<file path="src/rtl/multicycle_decoder.sv">
// multicycle_decoder: Moore main FSM + ALU decoder driving the multicycle ARM datapath controls (raw FlagW/PCS/RegW/MemW/NextPC).
// Latency: outputs are combinational from the current state (plus Funct/Rd); DP=4, LDR=5, STR=4, B=3, undefined=3 cycles.
// Backpressure: none by default; with MULTICYCLE_MEM_WAIT_EN, MemReady=0 holds FETCH, MEMREAD and MEMWRITE.
module multicycle_decoder #(
    parameter int STATE_W = 4
) (
    input  logic               CLK,
    input  logic               Reset,
    input  logic [1:0]         Op,
    input  logic [5:0]         Funct,
    input  logic [3:0]         Rd,
`ifdef MULTICYCLE_MEM_WAIT_EN
    input  logic               MemReady,
`endif
    output logic               IRWrite,
    output logic               NextPC,
    output logic               AdrSrc,
    output logic               ALUSrcA,
    output logic [1:0]         ALUSrcB,
    output logic [1:0]         ResultSrc,
    output logic [1:0]         ALUControl,
    output logic [1:0]         FlagW,
    output logic               PCS,
    output logic               RegW,
    output logic               MemW,
    output logic               IllegalInstr,
    output logic [STATE_W-1:0] State
);
    typedef enum logic [3:0] {
        FETCH    = 4'd0,
        DECODE   = 4'd1,
        MEMADR   = 4'd2,
        MEMREAD  = 4'd3,
        MEMWB    = 4'd4,
        MEMWRITE = 4'd5,
        EXECUTER = 4'd6,
        EXECUTEI = 4'd7,
        ALUWB    = 4'd8,
        BRANCH   = 4'd9,
        UNKNOWN  = 4'd10
    } state_t;

    state_t     state, state_nxt;
    logic       mem_ready;
    logic       irwrite_raw, nextpc_raw, regw_raw, memw_raw, illegal_raw;
    logic       branch, alu_op;
    logic [3:0] cmd;

`ifdef MULTICYCLE_MEM_WAIT_EN
    assign mem_ready = MemReady;
`else
    assign mem_ready = 1'b1;
`endif

    assign cmd = Funct[4:1];

    always_ff @(posedge CLK or negedge Reset) begin
        if (!Reset) state <= FETCH;
        else        state <= state_nxt;
    end

    always_comb begin
        state_nxt = FETCH;
        case (state)
            FETCH:    state_nxt = mem_ready ? DECODE : FETCH;
            DECODE: begin
                case (Op)
                    2'b00:   state_nxt = Funct[5] ? EXECUTEI : EXECUTER;
                    2'b01:   state_nxt = MEMADR;
                    2'b10:   state_nxt = BRANCH;
                    default: state_nxt = UNKNOWN;
                endcase
            end
            MEMADR:   state_nxt = Funct[0] ? MEMREAD : MEMWRITE;
            MEMREAD:  state_nxt = mem_ready ? MEMWB : MEMREAD;
            MEMWRITE: state_nxt = mem_ready ? FETCH : MEMWRITE;
            EXECUTER: state_nxt = ALUWB;
            EXECUTEI: state_nxt = ALUWB;
            default:  state_nxt = FETCH;
        endcase
    end

    always_comb begin
        irwrite_raw = 1'b0;
        nextpc_raw  = 1'b0;
        AdrSrc      = 1'b0;
        ALUSrcA     = 1'b0;
        ALUSrcB     = 2'b00;
        ResultSrc   = 2'b00;
        regw_raw    = 1'b0;
        memw_raw    = 1'b0;
        illegal_raw = 1'b0;
        branch      = 1'b0;
        alu_op      = 1'b0;
        case (state)
            FETCH: begin
                ALUSrcA     = 1'b1;
                ALUSrcB     = 2'b10;
                ResultSrc   = 2'b10;
                irwrite_raw = mem_ready;
                nextpc_raw  = mem_ready;
            end
            DECODE: begin
                ALUSrcA   = 1'b1;
                ALUSrcB   = 2'b10;
                ResultSrc = 2'b10;
            end
            MEMADR:   ALUSrcB = 2'b01;
            MEMREAD:  AdrSrc  = 1'b1;
            MEMWB: begin
                ResultSrc = 2'b01;
                regw_raw  = 1'b1;
            end
            MEMWRITE: begin
                AdrSrc   = 1'b1;
                memw_raw = 1'b1;
            end
            EXECUTER: alu_op = 1'b1;
            EXECUTEI: begin
                ALUSrcB = 2'b01;
                alu_op  = 1'b1;
            end
            // CMP only sets flags; it never writes back
            ALUWB:    regw_raw = (cmd != 4'b1010);
            BRANCH: begin
                ALUSrcB   = 2'b01;
                ResultSrc = 2'b10;
                branch    = 1'b1;
            end
            UNKNOWN:  illegal_raw = 1'b1;
            default:  ;
        endcase
    end

    always_comb begin
        ALUControl = 2'b00;
        FlagW      = 2'b00;
        if (alu_op) begin
            case (cmd)
                4'b0100: begin ALUControl = 2'b00; FlagW = {Funct[0], Funct[0]}; end
                4'b0010: begin ALUControl = 2'b01; FlagW = {Funct[0], Funct[0]}; end
                4'b0000: begin ALUControl = 2'b10; FlagW = {Funct[0], 1'b0};     end
                4'b1100: begin ALUControl = 2'b11; FlagW = {Funct[0], 1'b0};     end
                4'b1010: begin ALUControl = 2'b01; FlagW = 2'b11;                end
                default: begin ALUControl = 2'b00; FlagW = 2'b00;                end
            endcase
        end
    end

    // Write-enables are squashed while reset is held so nothing commits mid-reset
    assign IRWrite      = irwrite_raw & Reset;
    assign NextPC       = nextpc_raw & Reset;
    assign RegW         = regw_raw & Reset;
    assign MemW         = memw_raw & Reset;
    assign IllegalInstr = illegal_raw & Reset;
    assign PCS          = (((Rd == 4'hF) & regw_raw) | branch) & Reset;
    assign State        = STATE_W'(state);

endmodule

</file>
<file path="config.mk">
export PLATFORM = sky130hd
export DESIGN_NAME = multicycle_decoder
export DESIGN_NICKNAME = d
export VERILOG_FILES = /design/src/rtl/multicycle_decoder.sv
export SDC_FILE = /design/constraint.sdc
export NUM_CORES = 1
export LEC_CHECK = 0
export ABC_AREA = 0
export BUFFER_PORTS_ARGS = -buffer_cell sky130_fd_sc_hd__buf_2
export CORE_AREA = 3 3 40 42
export DETAILED_ROUTE_END_ITERATION = 10
export DIE_AREA = 0 0 43 45
export PLACE_DENSITY = 0.7
export SYNTH_ARGS = -nofsm -noshare
export SYNTH_HDL_FRONTEND = slang
export SYNTH_SLANG_ARGS = --single-unit
</file>
<file path="constraint.sdc">
create_clock -name CLK -period 1.95 [get_ports CLK]
set_input_delay 0.39 -clock CLK [delete_from_list [all_inputs] [get_ports CLK]]
set_output_delay 0.39 -clock CLK [all_outputs]
set_load 0.01 [all_outputs]
</file>
=== Word-level counts from Yosys, hierarchy flattened ===
Index checks and enable logic that the tools add are counted.
W data, S select, Z words.

* Output and inout port bits: 20
* Input bits: 14
* Word-level logic and storage cells: 55
* Register bits after elaboration: 4

* Reduce and logical (&&, ||, !) cells: 11
* Bitwise operators: 7
* Muxes and demuxes: 18
* Eq/ne operators: 18

{| class="wikitable"
|+ Operator list
! operator !! number
|-
| $eq A4 B4 Y1 const B || 6
|-
| $eq A4 B3 Y1 const B || 5
|-
| $pmux W4 S5 || 1
|-
| $eq A4 B2 Y1 const B || 3
|-
| $pmux W2 S3 || 2
|-
| $pmux W4 S3 || 1
|-
| $reduce_or A2 Y1 || 6
|-
| $logic_not A4 Y1 || 2
|-
| $mux W1 || 8
|-
| $pmux W2 S2 || 2
|-
| $and A1 B1 Y1 || 6
|-
| $reduce_or A3 Y1 || 2
|-
| $eq A4 B1 Y1 const B || 1
|-
| $mux W2 || 2
|-
| $ne A4 B4 Y1 const B || 1
|-
| $mux W3 || 1
|-
| $eq A2 B1 Y1 const B || 1
|-
| $eq A2 B2 Y1 const B || 1
|-
| $logic_not A2 Y1 || 1
|-
| $pmux W1 S2 || 1
|-
| $or A1 B1 Y1 || 1
|}

=== Longest topological paths before layout ===
Gate-level depths: netlist of run 1.

* Depth in word-level cells: 5
* Mapped depth: 6
* Mapped depth without buffers: 5

=== Worst setup path after synthesis of run 1 ===
OpenSTA, ideal clock, no wires.

* Kind: reg2out
* From: register state[1] (netlist: State[1])
* To: output FlagW[1]
* Setup slack: 0.286 ns
* Stages on the path, launching flop included: 4
* Arrival time: 1.274 ns
* Required time: 1.560 ns
* Buffers on the path: 0
* Cells stage by stage: dfrtp_1 -> nand2_1 -> or3_4 -> a2111oi_2

* Word-level cells in the longest chain between the ends: 4
* Elaborated cells between the ends (all ways): 5
* Classes of those cells: 2 x eq/ne; 2 x mux; 1 x reduce/logical

{| class="wikitable"
|+ Ends and longest elaborated chain
! element !! line !! text
|-
| start, declared || 43 || <nowiki>state_t state, state_nxt;</nowiki>
|-
| start signal, assigned || 59 || <nowiki>else state <= state_nxt;</nowiki>
|-
| $eq A4 B3 Y1 || 95 || <nowiki>case (state)</nowiki>
|-
| $reduce_or A2 Y1 (no line) (*) || -- ||
|-
| $mux W1 (*) || 95 ||
|-
| $mux W2 (*) || 138 || <nowiki>if (alu_op) begin</nowiki>
|-
| end, declared || 22 || <nowiki>output logic [1:0] FlagW,</nowiki>
|}

Every way passes the cells marked *; elsewhere a longest branch is shown, timed or not.

=== Worst setup path after layout of run 1 ===
* From: register state[2] (netlist: State[2])
* To: output ALUControl[1]

* Word-level cells in the longest chain between the ends: 4
* Elaborated cells between the ends (all ways): 5
* Classes of those cells: 2 x eq/ne; 2 x mux; 1 x reduce/logical

{| class="wikitable"
|+ Ends and longest elaborated chain
! element !! line !! text
|-
| $eq A4 B3 Y1 || 95 ||
|-
| $reduce_or A2 Y1 (no line) (*) || -- ||
|-
| $mux W1 (*) || 95 ||
|-
| $mux W2 (*) || 138 ||
|-
| end, declared || 21 || <nowiki>output logic [1:0] ALUControl,</nowiki>
|}

Marked as above.

==> impl_summary.txt, run 1 <==
----------------------------------------------------
[Outcome]
  Outcome ... finished, final reports clean

[Floorplanning]
  Die H ... 45 um
  Total core area ... about 1300 sq um
  Initial core utilization ... 0.3574
  Die Outline Area ... 1935 sq um
  Count of boundary I/O pins ... 34
  Die Span X ... 43 um
  Placement row count ... 13

[Placed design]
  Global placer's final weighted congestion ... 0.8011
  Count of buffers from port buffering ... 33
  Half-perimeter wire length after detailed placement ... 1.086 mm

[Yosys]
  Most common cell in the synthesized netlist ... nor2_1
  Average size of a mapped cell ... 7.406 sq um
  Largest area contributor in the netlist ... dfrtp_1
  Top cells by area, synth ... dfrtp_1, nor2b_1, a21oi_1
  Top_reg_cell synth ... dfrtp_1
  Yosys warning total ... 0
  Share of Yosys cell area claimed by the top area cell type ... 0.2180
  Post-Syn Nets ... 76
  Number of flops mapped to enable cells by yosys ... 0
  Number of cells produced by synthesis ... 62
  Synth Cell Area ... 459.2 sq um
  Most frequent cells after synthesis ... nor2_1, a21oi_1, nor2b_1, nor3_1, o21ai_1
  Fraction of registers with async set or reset after synthesis ... 1.000
  Yosys cell types ... 26
  Post-synthesis register bit count ... 4
  Portion of the post-synthesis area used by sequential elements ... 0.2180

[Clocking]
  Clock tree from TritonCTS ... built
  Clock insertion delay at the later pin of the skew report ... 0.23 ns
  Number of buffers created by CTS ... 3
  Count of H-tree levels built during CTS ... 1
  Count of clock tree sinks ... 4
  Number of buffers on the longest clock path ... 2
  Clock Root Buffer ... clkbuf_4
  Worst-path clk slew ... approximately 0.040 ns

[Final layout]
  Antenna cells ... 0
  Area delta synth->final ... 52.59%
  Layout cells sized above 1 ... 0.4444
  Number of flip-flops in the largest register ... 4
  Utilization after layout ... 0.5453
  Post-layout net count ... 115

[GRT]
  Global route total overflow ... 0
  Overall track demand over capacity in global routing ... 0.1439
  Number of antenna violations at the first check in global routing ... 0
  Vias in the first global route ... between 500 and 600
  Wire length of the first global-routing pass ... 2.173 mm
  Maximum number of pins on one net before global-route repair ... 14

[Timing]
  Slew @ Worst Pin ... 0.3710 ns
  Maximum frequency from static timing analysis ... around 530 MHz
  Sum Neg Setup Slack ... 0 ns
  Tcrit/Tclk final ... 0.9637
  RSZ-0062 raised after global routing ... no
  Skew final ... roughly 0.0032 ns
  Clock period minus final worst setup slack ... 1.879 ns
  Final Hold Fails ... 0
  Worst slew margin relative to its limit ... 0.7521
  Number of failing setup endpoints in the final timing report ... 0
  Number of pins with negative max-slew slack in the final report ... 0
  Worst-case hold slack ... 0.4695 ns

[Power]
  Lkg Pwr ... 0.3653 nW
  Power Density ... roughly 1200 nW/um^2
  Worst supply voltage drop on vdd ... 0.5723 mV

[Critical path]
  Worst endpoint required time ... 1.56 ns
  Slowest Stage Delay on Critical Path ... 0.40 ns
  Cells along the critical path ... nand2_2 -> or3_4 -> buf_4 -> nor3_1 -> buf_2
  Critical Path Start Type ... flop
  Launch point of the worst reg-to-reg path ... State[1]
  Standard cell with the maximum stage delay on the critical path ... or3_4
  Timing endpoint of the critical path ... ALUControl[1]
  Critical path peak fanout ... 3
  Slack of the worst reg-to-reg path ... 0.85 ns
  Startpoint of the most critical setup path ... State[2]
  Worst EP arrival ... 1.49 ns
  Endpoint class of the critical path ... output pin
  Crit Path Category ... flop to output pin
  Endpoint of the worst register-to-register path ... State[1]
  Reg2Reg Depth ... 4

[Min path]
  Worst hold path class ... input pin to flop

[Route]
  DRC marker count from the first detailed-route iteration ... 12
  Drt wl/cell ... 12.11 um
  Count of TritonRoute iterations in the first routing pass ... 4
  Total number of vias ... 594
  Remaining DRCs ... 0
  Post-detailed-route count of antenna-violating nets ... 0
  Post-Route WL ... between 1 and 1.5 mm
  Via density per instance ... 5.211

[Run]
  Max-capacitance violation count ... 0

----------------------------------------------------
[cells in the final DEF, fill, tap and decap left out]
cell type / n
o21ai_1: 5
buf_4: 4
clkbuf_4: 3
nand3b_1: 2
nor3_1: 5
o211ai_1: 1
a211oi_1: 1
mux2i_1: 1
inv_1: 2
a21oi_1: 5
xor2_1: 1
nand2b_1: 2
xnor2_1: 1
and4_1: 1
nor3b_1: 2
nand2_2: 1
a22oi_1: 1
or3_4: 1
and4bb_1: 1
nor2b_1: 4
dfrtp_1: 4
and3_1: 3
nor2b_2: 1
dlygate4sd3_1: 1
and2b_1: 1
buf_2: 33
nor2_1: 6
a21boi_1: 3
a2111oi_4: 1
nand2_1: 2
[metal layers]
layer,wire [um],global-route usage,vias up
met3,97,0.03984,0
met4,0,0.03614,0
li1,-,-,299
met1,579,0.1760,274
met5,0,0,-
met2,704,0.2515,21
[power breakdown]
group          leakage, nW  total (mW)  internal [mW]  switching (mW)
logic                0.300       0.581          0.257           0.323
clock network       0.0138       0.102         0.0688          0.0328
registers           0.0514       0.154          0.119          0.0352
total                0.365       0.836          0.445           0.391
[per-stage QoR]
stage,instance area (sq um),setup slack [ns],cells,total power [mW]
2_1_floorplan,459.2,0.2855,62,0.5147
3_3_place_gp,643.1,0.1852,109,0.7173
3_5_place_dp,643.1,0.1469,109,0.7292
4_1_cts,675.6,0.007127,113,0.8389
5_1_grt,700.7,0.004862,114,0.9126
6_report,700.7,0.07075,114,0.8362
[cells by family after synthesis]
| logic type | share of synthesized area |
|---|---|
| AO/OA/AOI/OAI | 0.2398 |
| XOR/XNOR | 0.03815 |
| buffers and inverters | 0.06540 |
| flip-flops | 0.2180 |
| multiplexers | 0.02180 |
| AND/OR/NAND/NOR | 0.4169 |
[worst min path at each step]
stage | from | end | slack (ns) | cells past startpoint
3_5_place_dp | Reset | State[0] | 0.23 | 1
4_1_cts | Op[1] | State[3] | 0.46 | 3
6_report | Op[1] | State[3] | 0.47 | 3
3_3_place_gp | Reset | State[0] | 0.22 | 1
2_1_floorplan | Reset | State[0] | 0.09 | 0
5_1_grt | Op[0] | State[0] | 0.48 | 4
[critical path: cells and delay by family, from the launching register on]
family	cells	cell delay (ns)
flip-flops	1	0.35
buffers and inverters	2	0.31
AND/OR/NAND/NOR	3	0.60
[area by class of cell]
class / count / area [sq um]
fillers: 124 / 584.3
well taps: 15 / 18.77
repair buffers: 38 / 205.2
multi-input cells: 52 / 346.6
inverters: 2 / 7.507
clock buffers: 3 / 22.52
flip-flops and latches: 4 / 100.1
[repair_timing]
| item | in CTS | in global routing |
|---|---|---|
| hold buffers | 1 | 0 |
| setup endpoints to repair | 0 | 2 |
| hold endpoints to repair | 4 | 0 |
| buffers inserted | 0 | 1 |
| resized for setup | 0 | 3 |
(Power assumes the default switching activity.)
==> run 2, diff against run 1 <==
--- a/config.mk
+++ b/config.mk
@@ -7,10 +7,12 @@
 export LEC_CHECK = 0
 export ABC_AREA = 0
 export BUFFER_PORTS_ARGS = -buffer_cell sky130_fd_sc_hd__buf_2
-export CORE_AREA = 3 3 40 42
+export CELL_PAD_IN_SITES_DETAIL_PLACEMENT = 1
+export CELL_PAD_IN_SITES_GLOBAL_PLACEMENT = 1
+export CORE_MARGIN = 3
+export CORE_UTILIZATION = 27
 export DETAILED_ROUTE_END_ITERATION = 10
-export DIE_AREA = 0 0 43 45
-export PLACE_DENSITY = 0.7
+export PLACE_DENSITY_LB_ADDON = 0.1
 export SYNTH_ARGS = -nofsm -noshare
 export SYNTH_HDL_FRONTEND = slang
 export SYNTH_SLANG_ARGS = --single-unit
==> run 2 against run 1 <==
  * Worst setup slack got worse by 0.035 ns
  * Highest routed layer unchanged
  * Largest cell class unchanged
  * Die area is 15% higher
  * First-iteration DRC count is 50% lower
  * Via count grew 0.67%
  * Critical path type unchanged
==> impl_summary.txt, run 2 (synthesized netlist as in run 1, its figures left out) <==
----------------------------------------------------
[GRT]
  Number of antenna violations at the first check in global routing ... 0
  Global route total overflow ... 0
  Maximum number of pins on one net before global-route repair ... 14
  Overall track demand over capacity in global routing ... 0.1445
  Wire length of the first global-routing pass ... 2.290 mm
  Vias in the first global route ... between 500 and 600

[Floorplanning]
  Total core area ... 1559 sq um
  Die H ... approximately 47 um
  Initial core utilization ... 0.2945
  Placement row count ... 14
  Die Outline Area ... 2232 sq um
  Count of boundary I/O pins ... 34
  Die Span X ... 47.24 um

[Power]
  Power spent charging and discharging nets ... ~0.40 mW
  Net switching fraction of the power ... 0.4728
  Internal power ... between 0.4 and 0.5 mW
  Combinational group share of total power ... 0.691
  Power Density ... roughly 1200 nW/um^2
  Worst supply voltage drop on vdd ... about 0.66 mV
  Power share of the sequential group ... 0.188
  Lkg Pwr ... 0.3654 nW
  Clock share of power ... 0.121

[Timing]
  RSZ-0062 raised after global routing ... yes
  Slew @ Worst Pin ... 0.3475 ns
  Worst-case hold slack ... 0.4530 ns
  Skew final ... 0.004493 ns
  Tcrit/Tclk final ... 0.9816
  Worst slew margin relative to its limit ... 0.7678
  Number of failing setup endpoints in the final timing report ... 0
  Final Hold Fails ... 0
  Sum Neg Setup Slack ... 0 ns
  Clock period minus final worst setup slack ... ~1.9 ns
  Number of pins with negative max-slew slack in the final report ... 0
  Maximum frequency from static timing analysis ... 522.4 MHz

[Critical path]
  Endpoint of the worst register-to-register path ... State[1]
  Worst EP arrival ... 1.52 ns
  Launch point of the worst reg-to-reg path ... State[1]
  Startpoint of the most critical setup path ... State[3]
  Cells along the critical path ... or3_4 -> a2111oi_4 -> buf_2
  Reg2Reg Depth ... 4
  Worst endpoint required time ... roughly 1.6 ns
  Critical path peak fanout ... 3
  Standard cell with the maximum stage delay on the critical path ... or3_4
  Slowest Stage Delay on Critical Path ... roughly 0.42 ns
  Endpoint class of the critical path ... output pin
  Crit Path Category ... flop to output pin
  Slack of the worst reg-to-reg path ... approximately 0.77 ns
  Critical Path Start Type ... flop

[Outcome]
  Outcome ... finished, final reports clean

[Final layout]
  Antenna cells ... 0
  Commonest cells after routing, fill and taps aside ... buf_2, a21oi_1, nor3_1, nor2_1, o21ai_1
  Filler Cells Inserted ... 210
  Most common cell after layout, fill and taps aside ... buf_2
  Number of flip-flops in the largest register ... 4
  Number of standard cells in the final layout excluding fillers ... 115
  Utilization after layout ... 0.4518
  Area delta synth->final ... 53.41%
  Post-layout net count ... 115
  Layout cells sized above 1 ... 0.4545

[Placed design]
  Global placer's final weighted congestion ... 0.7343
  Count of buffers from port buffering ... 33
  Number of cells after detailed placement ... 110
  Half-perimeter wire length after detailed placement ... around 1.2 mm

[Clocking]
  Number of buffers created by CTS ... 3
  Worst-path clk slew ... 0.04 ns
  Clock Root Buffer ... clkbuf_4
  Clock insertion delay at the later pin of the skew report ... about 0.24 ns
  Count of H-tree levels built during CTS ... 1
  Count of clock tree sinks ... 4
  Number of buffers on the longest clock path ... 2
  Clock tree from TritonCTS ... built

[Route]
  Total number of vias ... 598
  DRC marker count from the first detailed-route iteration ... 6
  Post-detailed-route count of antenna-violating nets ... 0
  Via density per instance ... around 5.2
  Post-Route WL ... approximately 1.5 mm
  Remaining DRCs ... 0
  Count of TritonRoute iterations in the first routing pass ... 3
  Drt wl/cell ... 12.63 um

[Min path]
  Worst min-delay path startpoint ... Funct[5]
  Worst Hold Path EP ... State[0]
  Worst hold path class ... input pin to flop
  Hold depth ... 3

[Run]
  Max-capacitance violation count ... 0

----------------------------------------------------
run 2: cell count changes in the layout (fill, tap and decap cells not counted):
cell,previous run,this run
nor2_1,6,5
nor2_2,0,1
run 2: power groups by stage:
stage,logic [mW],registers [mW],clock network (mW)
3_3_place_gp,0.573,0.153,0
5_1_grt,0.659,0.165,0.116
3_5_place_dp,0.577,0.155,0
6_report,0.587,0.160,0.103
2_1_floorplan,0.346,0.169,0
4_1_cts,0.584,0.155,0.107
run 2: routing by layer:
metal	vias up	share of wire	routed length (um)	track usage
li1	299	-	-	-
met1	279	0.49	708	0.1872
met2	20	0.45	653	0.2193
met3	0	0.063	91	0.05364
met4	0	0	0	0.04972
met5	-	0	0	0
run 2: cell type report:
type	count	area, sq um	area share
Timing Repair Buffer	38	205.2	0.2913
Inverter	2	7.507	0.01066
Multi-Input combinational cell	52	349.1	0.4956
Tap cell	16	20.02	0.02842
Sequential cell	4	100.1	0.1421
Clock buffer	3	22.52	0.03197
run 2: worst max-delay path by stage:
stage                          end  cells after the start
after floorplan           FlagW[1]                      3
after global placement    FlagW[1]                      4
after detailed placement  FlagW[1]                      4
after CTS                 FlagW[1]                      3
after global routing      FlagW[1]                      4
final                     FlagW[1]                      3
run 2: repair_timing:
action | CTS | global route
setup endpoints to repair | 1 | 2
gates resized for setup | 1 | 3
buffers inserted | 0 | 1
endpoints found under the hold margin | 4 | 0
hold buffers | 1 | 0
run 2: worst max-delay path: cells and delay by family, from the launching register on:
family	cells	cell delay, ns
AO/OA/AOI/OAI	1	0.32
AND/OR/NAND/NOR	1	0.42
flip-flops	1	0.38
buffers and inverters	1	0.18
run 2: per-stage QoR:
step | power, mW | instance area [sq um] | worst slack [ns]
after global placement | 0.7255 | 644.4 | 0.1829
after CTS | 0.8456 | 689.4 | 0.01882
after detailed placement | 0.7314 | 644.4 | 0.1426
after global routing | 0.9396 | 704.4 | -0.01729
final | 0.8490 | 704.4 | 0.03580
after floorplan | 0.5147 | 459.2 | 0.2855
